## config.mk

```make
export PLATFORM = sky130hd
export DESIGN_NAME = cacheline_adapter
export DESIGN_NICKNAME = d
export VERILOG_FILES = /design/src/rtl/cacheline_adapter.sv
export SDC_FILE = /design/constraint.sdc
export NUM_CORES = 2
export LEC_CHECK = 0
export ABC_AREA = 1
export BUFFER_PORTS_ARGS = -buffer_cell sky130_fd_sc_hd__buf_2
export CORE_MARGIN = 10
export CORE_UTILIZATION = 35
export CTS_CLUSTER_SIZE = 20
export DETAILED_ROUTE_END_ITERATION = 6
export PLACE_DENSITY = 0.65
export RECOVER_POWER = 100
export SLEW_MARGIN = 15
export SYNTH_ARGS = -nofsm -noshare
export SYNTH_HDL_FRONTEND = slang
export SYNTH_SLANG_ARGS = --single-unit
export TNS_END_PERCENT = 30
```

## constraint.sdc

```tcl
create_clock -name clk -period 3.1 [get_ports clk]
set_clock_uncertainty 0.1 [all_clocks]
set_input_delay 0.31 -clock clk [delete_from_list [all_inputs] [get_ports clk]]
set_output_delay 0.31 -clock clk [all_outputs]
set_load 0.05 [all_outputs]
```

## src/rtl/cacheline_adapter.sv

```systemverilog
// -----------------------------------------------------------------------------
// cacheline_adapter
//
// Bridges the cache's memory-side (dfp) port to the banked memory (bmem)
// interface. A 256-bit line writeback is serialised into a 4-beat 64-bit write
// burst (beat 0 = lowest bits); a line fill issues a single-cycle read request
// and gathers 4 returned beats into one line. Each line transaction completes
// with a single-cycle dfp_resp.
//
// Ports
//   clk          clock
//   rst          synchronous active-low reset (0 = reset)
//   dfp_addr     line address from cache (offset bits ignored)
//   dfp_read     line fill request, held until dfp_resp
//   dfp_write    line writeback request, held until dfp_resp
//   dfp_wdata    writeback line
//   dfp_rdata    fill line, valid when dfp_resp=1, held until next fill ends
//   dfp_resp     one-cycle completion pulse
//   bmem_addr    line-aligned burst address
//   bmem_read    read burst request (one accepted cycle)
//   bmem_write   write beat valid
//   bmem_wdata   write beat data
//   bmem_ready   memory accepts request/beat this cycle
//   bmem_rdata   read beat data
//   bmem_rvalid  read beat valid
// -----------------------------------------------------------------------------
module cacheline_adapter #(
  parameter int LINE_BITS   = 256,
  parameter int BEAT_BITS   = 64,
  parameter int OFFSET_BITS = 5
) (
  input  logic                 clk,
  input  logic                 rst,
  input  logic [31:0]          dfp_addr,
  input  logic                 dfp_read,
  input  logic                 dfp_write,
  input  logic [LINE_BITS-1:0] dfp_wdata,
  output logic [LINE_BITS-1:0] dfp_rdata,
  output logic                 dfp_resp,
  output logic [31:0]          bmem_addr,
  output logic                 bmem_read,
  output logic                 bmem_write,
  output logic [BEAT_BITS-1:0] bmem_wdata,
  input  logic                 bmem_ready,
  input  logic [BEAT_BITS-1:0] bmem_rdata,
  input  logic                 bmem_rvalid
);

  localparam int BEATS    = LINE_BITS / BEAT_BITS;
  localparam int CNT_BITS = $clog2(BEATS);
  localparam logic [CNT_BITS-1:0] LAST_CNT = CNT_BITS'(BEATS - 1);
  localparam logic [CNT_BITS-1:0] CNT_ONE  = CNT_BITS'(1);

  localparam logic [2:0] S_IDLE    = 3'd0;
  localparam logic [2:0] S_WR      = 3'd1;
  localparam logic [2:0] S_RD_REQ  = 3'd2;
  localparam logic [2:0] S_RD_WAIT = 3'd3;
  localparam logic [2:0] S_RESP    = 3'd4;

  logic [2:0]           state_q, state_d;
  logic [CNT_BITS-1:0]  cnt_q, cnt_d;
  logic [31:0]          addr_q, addr_d;
  logic [LINE_BITS-1:0] wline_q, wline_d;
  logic [LINE_BITS-1:0] rline_q, rline_d;
  logic [LINE_BITS-1:0] rdata_q, rdata_d;
  logic                 resp_q, resp_d;
  logic                 rd_q, rd_d;
  logic                 wr_q, wr_d;
  logic [BEAT_BITS-1:0] wdata_q, wdata_d;
  logic [31:0]          aligned_addr_s;

  // Offset bits never leave the block: the outgoing address is line aligned.
  logic unused_addr_bits;
  assign unused_addr_bits = ^dfp_addr[OFFSET_BITS-1:0];
  assign aligned_addr_s   = {dfp_addr[31:OFFSET_BITS], {OFFSET_BITS{1'b0}}};

  // Next-state, beat counter, line buffers and next values of the output registers.
  always_comb begin
    state_d = state_q;
    cnt_d   = cnt_q;
    addr_d  = addr_q;
    wline_d = wline_q;
    rline_d = rline_q;
    rdata_d = rdata_q;
    case (state_q)
      S_IDLE: begin
        // Write wins over a simultaneous read; the cache re-presents the read.
        if (dfp_write) begin
          state_d = S_WR;
          cnt_d   = '0;
          addr_d  = aligned_addr_s;
          wline_d = dfp_wdata;
        end else if (dfp_read) begin
          state_d = S_RD_REQ;
          addr_d  = aligned_addr_s;
        end else begin
          state_d = S_IDLE;
        end
      end
      S_WR: begin
        if (bmem_ready) begin
          cnt_d = cnt_q + CNT_ONE;
          if (cnt_q == LAST_CNT) begin
            state_d = S_RESP;
          end else begin
            state_d = S_WR;
          end
        end else begin
          state_d = S_WR;
        end
      end
      S_RD_REQ: begin
        if (bmem_ready) begin
          state_d = S_RD_WAIT;
          cnt_d   = '0;
        end else begin
          state_d = S_RD_REQ;
        end
      end
      S_RD_WAIT: begin
        if (bmem_rvalid) begin
          rline_d[int'(cnt_q) * BEAT_BITS +: BEAT_BITS] = bmem_rdata;
          cnt_d = cnt_q + CNT_ONE;
          if (cnt_q == LAST_CNT) begin
            // Publish the assembled line together with the response pulse.
            state_d = S_RESP;
            rdata_d = rline_d;
          end else begin
            state_d = S_RD_WAIT;
          end
        end else begin
          state_d = S_RD_WAIT;
        end
      end
      S_RESP: begin
        state_d = S_IDLE;
      end
      default: begin
        state_d = S_IDLE;
      end
    endcase
    // Output registers are loaded from next-state so they line up with the state.
    resp_d  = (state_d == S_RESP);
    rd_d    = (state_d == S_RD_REQ);
    wr_d    = (state_d == S_WR);
    wdata_d = wline_d[int'(cnt_d) * BEAT_BITS +: BEAT_BITS];
  end

  // State and output registers with synchronous active-low reset.
  always_ff @(posedge clk) begin
    if (!rst) begin
      state_q <= S_IDLE;
      cnt_q   <= '0;
      addr_q  <= '0;
      wline_q <= '0;
      rline_q <= '0;
      rdata_q <= '0;
      resp_q  <= 1'b0;
      rd_q    <= 1'b0;
      wr_q    <= 1'b0;
      wdata_q <= '0;
    end else begin
      state_q <= state_d;
      cnt_q   <= cnt_d;
      addr_q  <= addr_d;
      wline_q <= wline_d;
      rline_q <= rline_d;
      rdata_q <= rdata_d;
      resp_q  <= resp_d;
      rd_q    <= rd_d;
      wr_q    <= wr_d;
      wdata_q <= wdata_d;
    end
  end

  assign dfp_rdata  = rdata_q;
  assign dfp_resp   = resp_q;
  assign bmem_addr  = addr_q;
  assign bmem_read  = rd_q;
  assign bmem_write = wr_q;
  assign bmem_wdata = wdata_q;

endmodule

```

# Word-level counts from Yosys, hierarchy flattened
# Index checks and enable logic that the tools add are counted.
# totals
register_bits	872
inputBits	358
out_inout_bits	355
elab_cells	45
# op_classes
addsub	2
n_eq_ne	7
shifts	3
n_mux	18
reduce_logical	5
# ops
operator	n
two-way mux 256 bit	2
bitwise mux 256 bit	1
variable shift 64 x 33 -> 256 bit (first input constant)	1
indexed part select 256 x 9 -> 64 bit	1
indexed part select 64 x 33 -> 256 bit	1
two-way mux 32 bit	2
negation 8 -> 33 bit	1
two-way mux 2 bit	6
two-way mux 3 bit	4
case mux 3 bit (4 select lines)	1
equality test 3 x 2 -> 1 bit (second input constant)	3
case mux 2 bit (4 select lines)	1
equality test 3 x 1 -> 1 bit (second input constant)	2
AND reduction 2 bit	2
equality test 3 bit (second input constant)	1
logical NOT 3 bit	1
AND reduction 3 bit	1
adder 2 x 1 -> 2 bit (second input constant)	1
equality test 2 bit (second input constant)	1
nonzero test 2 bit	1
two-way mux 1 bit	1

# Longest topological paths before layout
# logic_depth
word_depth	5
ltp_mapped	15
ltp_nobuf	12

# Worst setup path after synthesis
# No wires, ideal clock.
# synth_path
path_type	register to register
from	reg cnt_q[0]
to	reg rdata_q[198] (netlist: dfp_rdata[198])
setup_time_ns	0.066
arrival_ns	2.277
setup_slack_ns	0.657
path_stages_with_launch	13
path_buffers	3
period_less_slack_ns	2.443
cell_sequence	dfxtp_1 -> inv_1 -> clkbuf_1 -> ha_1 -> clkbuf_1 -> nor2_2 -> inv_1 -> nor2_1 -> inv_2 -> clkbuf_1 -> nor2_1 -> a22oi_1 -> nor2_1
# synth_via
elab_chain_len	3
elab_cells_between_ends	6
# synth_rtl
element	line	text
start, declared	61	logic [CNT_BITS-1:0] cnt_q, cnt_d;
start signal, assigned	164	cnt_q <= cnt_d;
negation 8 -> 33 bit	122	rline_d[int'(cnt_q) * BEAT_BITS +: BEAT_BITS] = bmem_rdata;
indexed part select 64 x 33 -> 256 bit / variable shift 64 x 33 -> 256 bit (equally long branches)	122	
bitwise mux 256 bit	122	
end signal, assigned	168	rdata_q <= rdata_d;
end, declared	65	logic [LINE_BITS-1:0] rdata_q, rdata_d;
# Parallel ways exist; a longest one is shown, timed or not.
# A chain may end at the register's enable or synchronous reset.

# Worst setup path after layout
# layout_path
from	reg cnt_q[0]
to	reg wdata_q[14] (netlist: bmem_wdata[14])
# layout_via
elab_chain_len	4
elab_cells_between_ends	7
# layout_rtl
element	line	text
adder 2 x 1 -> 2 bit	102, 123	
two-way mux 2 bit, on equally long branches	121, 101	
case mux 2 bit (4 select lines) (*)	85	case (state_q)
indexed part select 256 x 9 -> 64 bit (*)	146	wdata_d = wline_d[int'(cnt_d) * BEAT_BITS +: BEAT_BITS];
end signal, assigned	172	wdata_q <= wdata_d;
end, declared	69	logic [BEAT_BITS-1:0] wdata_q, wdata_d;
# Mark *: on every way between the ends. The rest lies on a longest branch, timed or not.

==> results by group <==
Run status
  – Status: finished clean

Routing
  – Via count of the routed design: about 34000
  – DRC: 0
  – Drt pass-1 iters: 6
  – Post-DRT Antenna Nets: 0
  – Iter 0 DRT Violations: around 3400
  – DR WL/cell: 18.7 um
  – Routed WL: 128000 um
  – DR vias/cell: 5.03

Floorplanning
  – Ports: 713
  – DIE WIDTH: 329 um
  – Starting density of the core: 0.352
  – Row Count: between 100 and 150
  – Die Y: 329 um
  – Core Footprint: 94900 um^2
  – Die area: 108000 um^2

Clock tree
  – H-Tree Depth: 3
  – Clk sinks: 803
  – Clock Pin Slew Worst Setup and Hold Paths: 0.06 ns
  – CTS root buf: clkbuf_16
  – CTS tree: built
  – Clock Tree Buf Depth: 3
  – Cts bufs inserted: 89
  – Clk_lat worst skew: approximately 0.66 ns
  – Post-CTS setup repair buffer count: 0

Global routing
  – Antenna violations before repair: 16
  – Vias in the first global route: between 30000 and 40000
  – First-pass GRT wire length: 194000 um
  – GRT Util Overall: 0.224
  – Global route total overflow: 0
  – Largest net degree at the start of global routing: 215

Setup path
  – Critical Path Sink Type: flip-flop
  – Buffers & Inverters on Critical Path: 3
  – Worst-path fanout max: 23
  – Crit path largest cell delay: 0.46 ns
  – CP Data Arrival Time: 3.28 ns
  – Delay-heaviest family, CP: buffers and inverters
  – CP Data Required Time: ~3.6 ns
  – Worst path cell trace: inv_1 > ha_4 > nand2_1 > nand2_1 > nand2_1 > nand3_1 > nand2_1 > nand2_1 > inv_2 > buf_4 > nand2_1 > a21oi_1
  – Crit-path slowest cell: dfxtp_2
  – Most used cell, CP: nand2_1
  – Critical setup path kind: reg2reg
  – Critical path launch point type: flip-flop

Pwr
  – Reg power frac: 0.420
  – Sw Pwr: 7.90 mW
  – Design internal power: 18.6 mW
  – Sw frac: 0.298
  – Pwr Density: 604 nW/um^2
  – VDD IR max: 418 uV
  – P_leak: 18.6 nW
  – Final total power: 26.5 mW
  – Clk pwr share: 0.403
  – Logic pwr share: 0.178

STA
  – F_max: 357 MHz
  – Total Neg Setup Slack: 0 ns
  – Final WS setup: 0.299 ns
  – Worst rel slew slack: 0.148
  – Min Tclk post-route: between 2 and 3 ns
  – Setup Viol. Count Final: 0
  – Hold Vio Cnt, Final: 0
  – RSZ-0062 raised after global routing: false
  – Worst-Margin Slew: about 1.3 ns
  – Max Transition Viols Final: 0
  – Final Cycle Share: 0.904
  – Min Hold Slack: 0.0454 ns

Synth
  – Synth top area share: 0.481
  – Post-Syn Instances: 4653
  – Netlist cell types: 30
  – Synthesized area: 33400 um^2
  – Syn_area_per_cell: 7.18 um^2
  – Synth area leader: dfxtp_1
  – Register area share after synthesis: 0.481
  – Warnings, synthesis: 0
  – FF+latch count, synth: 803
  – Synth top area cells: dfxtp_1 48%, inv_1 8.7%, a21oi_1 8.1%

Finish
  – Nets@finish: approximately 5900
  – Leading cell type in the layout, fill and taps excluded: dfxtp_1
  – Most frequent cells in the layout: 802 x dfxtp_1, 773 x inv_1, 718 x nand2_1
  – Share of cells above drive strength 1: 0.109
  – Fillers: 9277
  – Area growth syn-to-layout: 31.5%

Placement
  – Place WS: 0.446 ns
  – PortBufs: 702
  – GP Congestion: 0.858
  – HPWL after DPL: 82100 um

Worst hold path
  – Worst min path class: in2reg

Job
  – Max_cap viols: 0
==> timing repair <==
action / in CTS / in global routing
resized for setup: 0 / 0
hold buffers: 355 / 0
hold endpoints to repair: 642 / 0
==> metal layers <==
| layer | share of wire | GRT usage | vias to the layer above |
|---|---|---|---|
| li1 | - | - | 16700 |
| met1 | 0.41 | 0.280 | 15900 |
| met2 | 0.45 | 0.350 | 1601 |
| met3 | 0.093 | 0.0665 | 344 |
| met4 | 0.051 | 0.108 | 8 |
| met5 | 0.00034 | 0 | - |
==> logic make-up (layout without fill, tap and decap cells) <==
| kind of cell | Yosys count | after routing | share of synthesized area |
|---|---|---|---|
| buffers and inverters | 1150 | 2065 | 0.135 |
| AND/OR/NAND/NOR | 1316 | 1316 | 0.164 |
| multiplexers | 10 | 10 | 0.00300 |
| flip-flops | 803 | 803 | 0.481 |
| AO/OA/AOI/OAI | 1367 | 1367 | 0.215 |
| other | 1 | 19 | 0.000112 |
| adder cells (fa/ha/maj) | 6 | 6 | 0.00225 |
==> cell usage after synthesis, drive strengths merged <==
| cell | instances |
|---|---|
| a21oi | 543 |
| o211ai | 1 |
| conb | 1 |
| a22oi | 12 |
| nand3 | 167 |
| nand4 | 82 |
| ha | 6 |
| clkinv | 1 |
| nand2 | 720 |
| o2111a | 1 |
| inv | 777 |
| or2 | 32 |
| o21ai | 607 |
| mux2i | 10 |
| nor2 | 314 |
| o21a | 11 |
| dfxtp | 803 |
| o32ai | 10 |
| buf | 141 |
| o22ai | 182 |
| clkbuf | 231 |
| nand3b | 1 |
==> through the flow <==
step                      area (um^2)  utilization  instances
after CTS                       44500        0.469       6837
after global routing            43900        0.463       6847
after detailed placement        38000        0.400       6326
after global placement          38000        0.400       6326
after floorplan                 33400            -       4657
final                           43900        0.463       6851
==> power groups by stage <==
| stage | Clock, mW | Combinational (mW) | Sequential, mW |
|---|---|---|---|
| global placement | 0 | 4.30 | 11.3 |
| finish | 10.7 | 4.71 | 11.1 |
| floorplan | 0 | 2.45 | 11.9 |
| detailed placement | 0 | 4.33 | 11.3 |
| global route | 11.3 | 5.18 | 11.2 |
| CTS | 10.9 | 4.73 | 11.1 |
==> state kept, by name, summed over array words and instances, names as in the netlist <==
register and count:
dfp_resp 1, bmem_wdata 64, cnt_q 2, wline_q 256, bmem_read 1, bmem_write 1
dfp_rdata 256, bmem_addr 27, state_q 3, rline_q 192
==> worst min-delay path, stage by stage <==
cell,delay (ns)
buf_8,0.18
o21ai_0,0.15
a21oi_1,0.05
==> layout make-up <==
class	count	area [um^2]	share of cell area
diodes	14	35.0	0.000797
clock buffers	134	2660	0.0605
clock inverters	22	277	0.00629
inverters	778	2930	0.0668
multi-input cells	2704	12900	0.294
flip-flops and latches	803	16100	0.366
well taps	1265	1580	0.0360
repair buffers	1131	7440	0.169
==> worst paths after layout <==
check	start	endpoint	slack (ns)	cells past startpoint
worst max-delay path	cnt_q[0]$_SDFF_PN0_	bmem_wdata[14]$_SDFF_PN0_	0.30	12
worst min-delay path	rst	dfp_rdata[16]$_SDFFE_PN0N_	0.05	3
worst max register to register	cnt_q[0]$_SDFF_PN0_	bmem_wdata[14]$_SDFF_PN0_	0.30	12
worst min register to register	bmem_addr[9]$_SDFFE_PN0P_	bmem_addr[9]$_SDFFE_PN0P_	0.34	2
No activity file was read; power rests on OpenSTA's default activity.
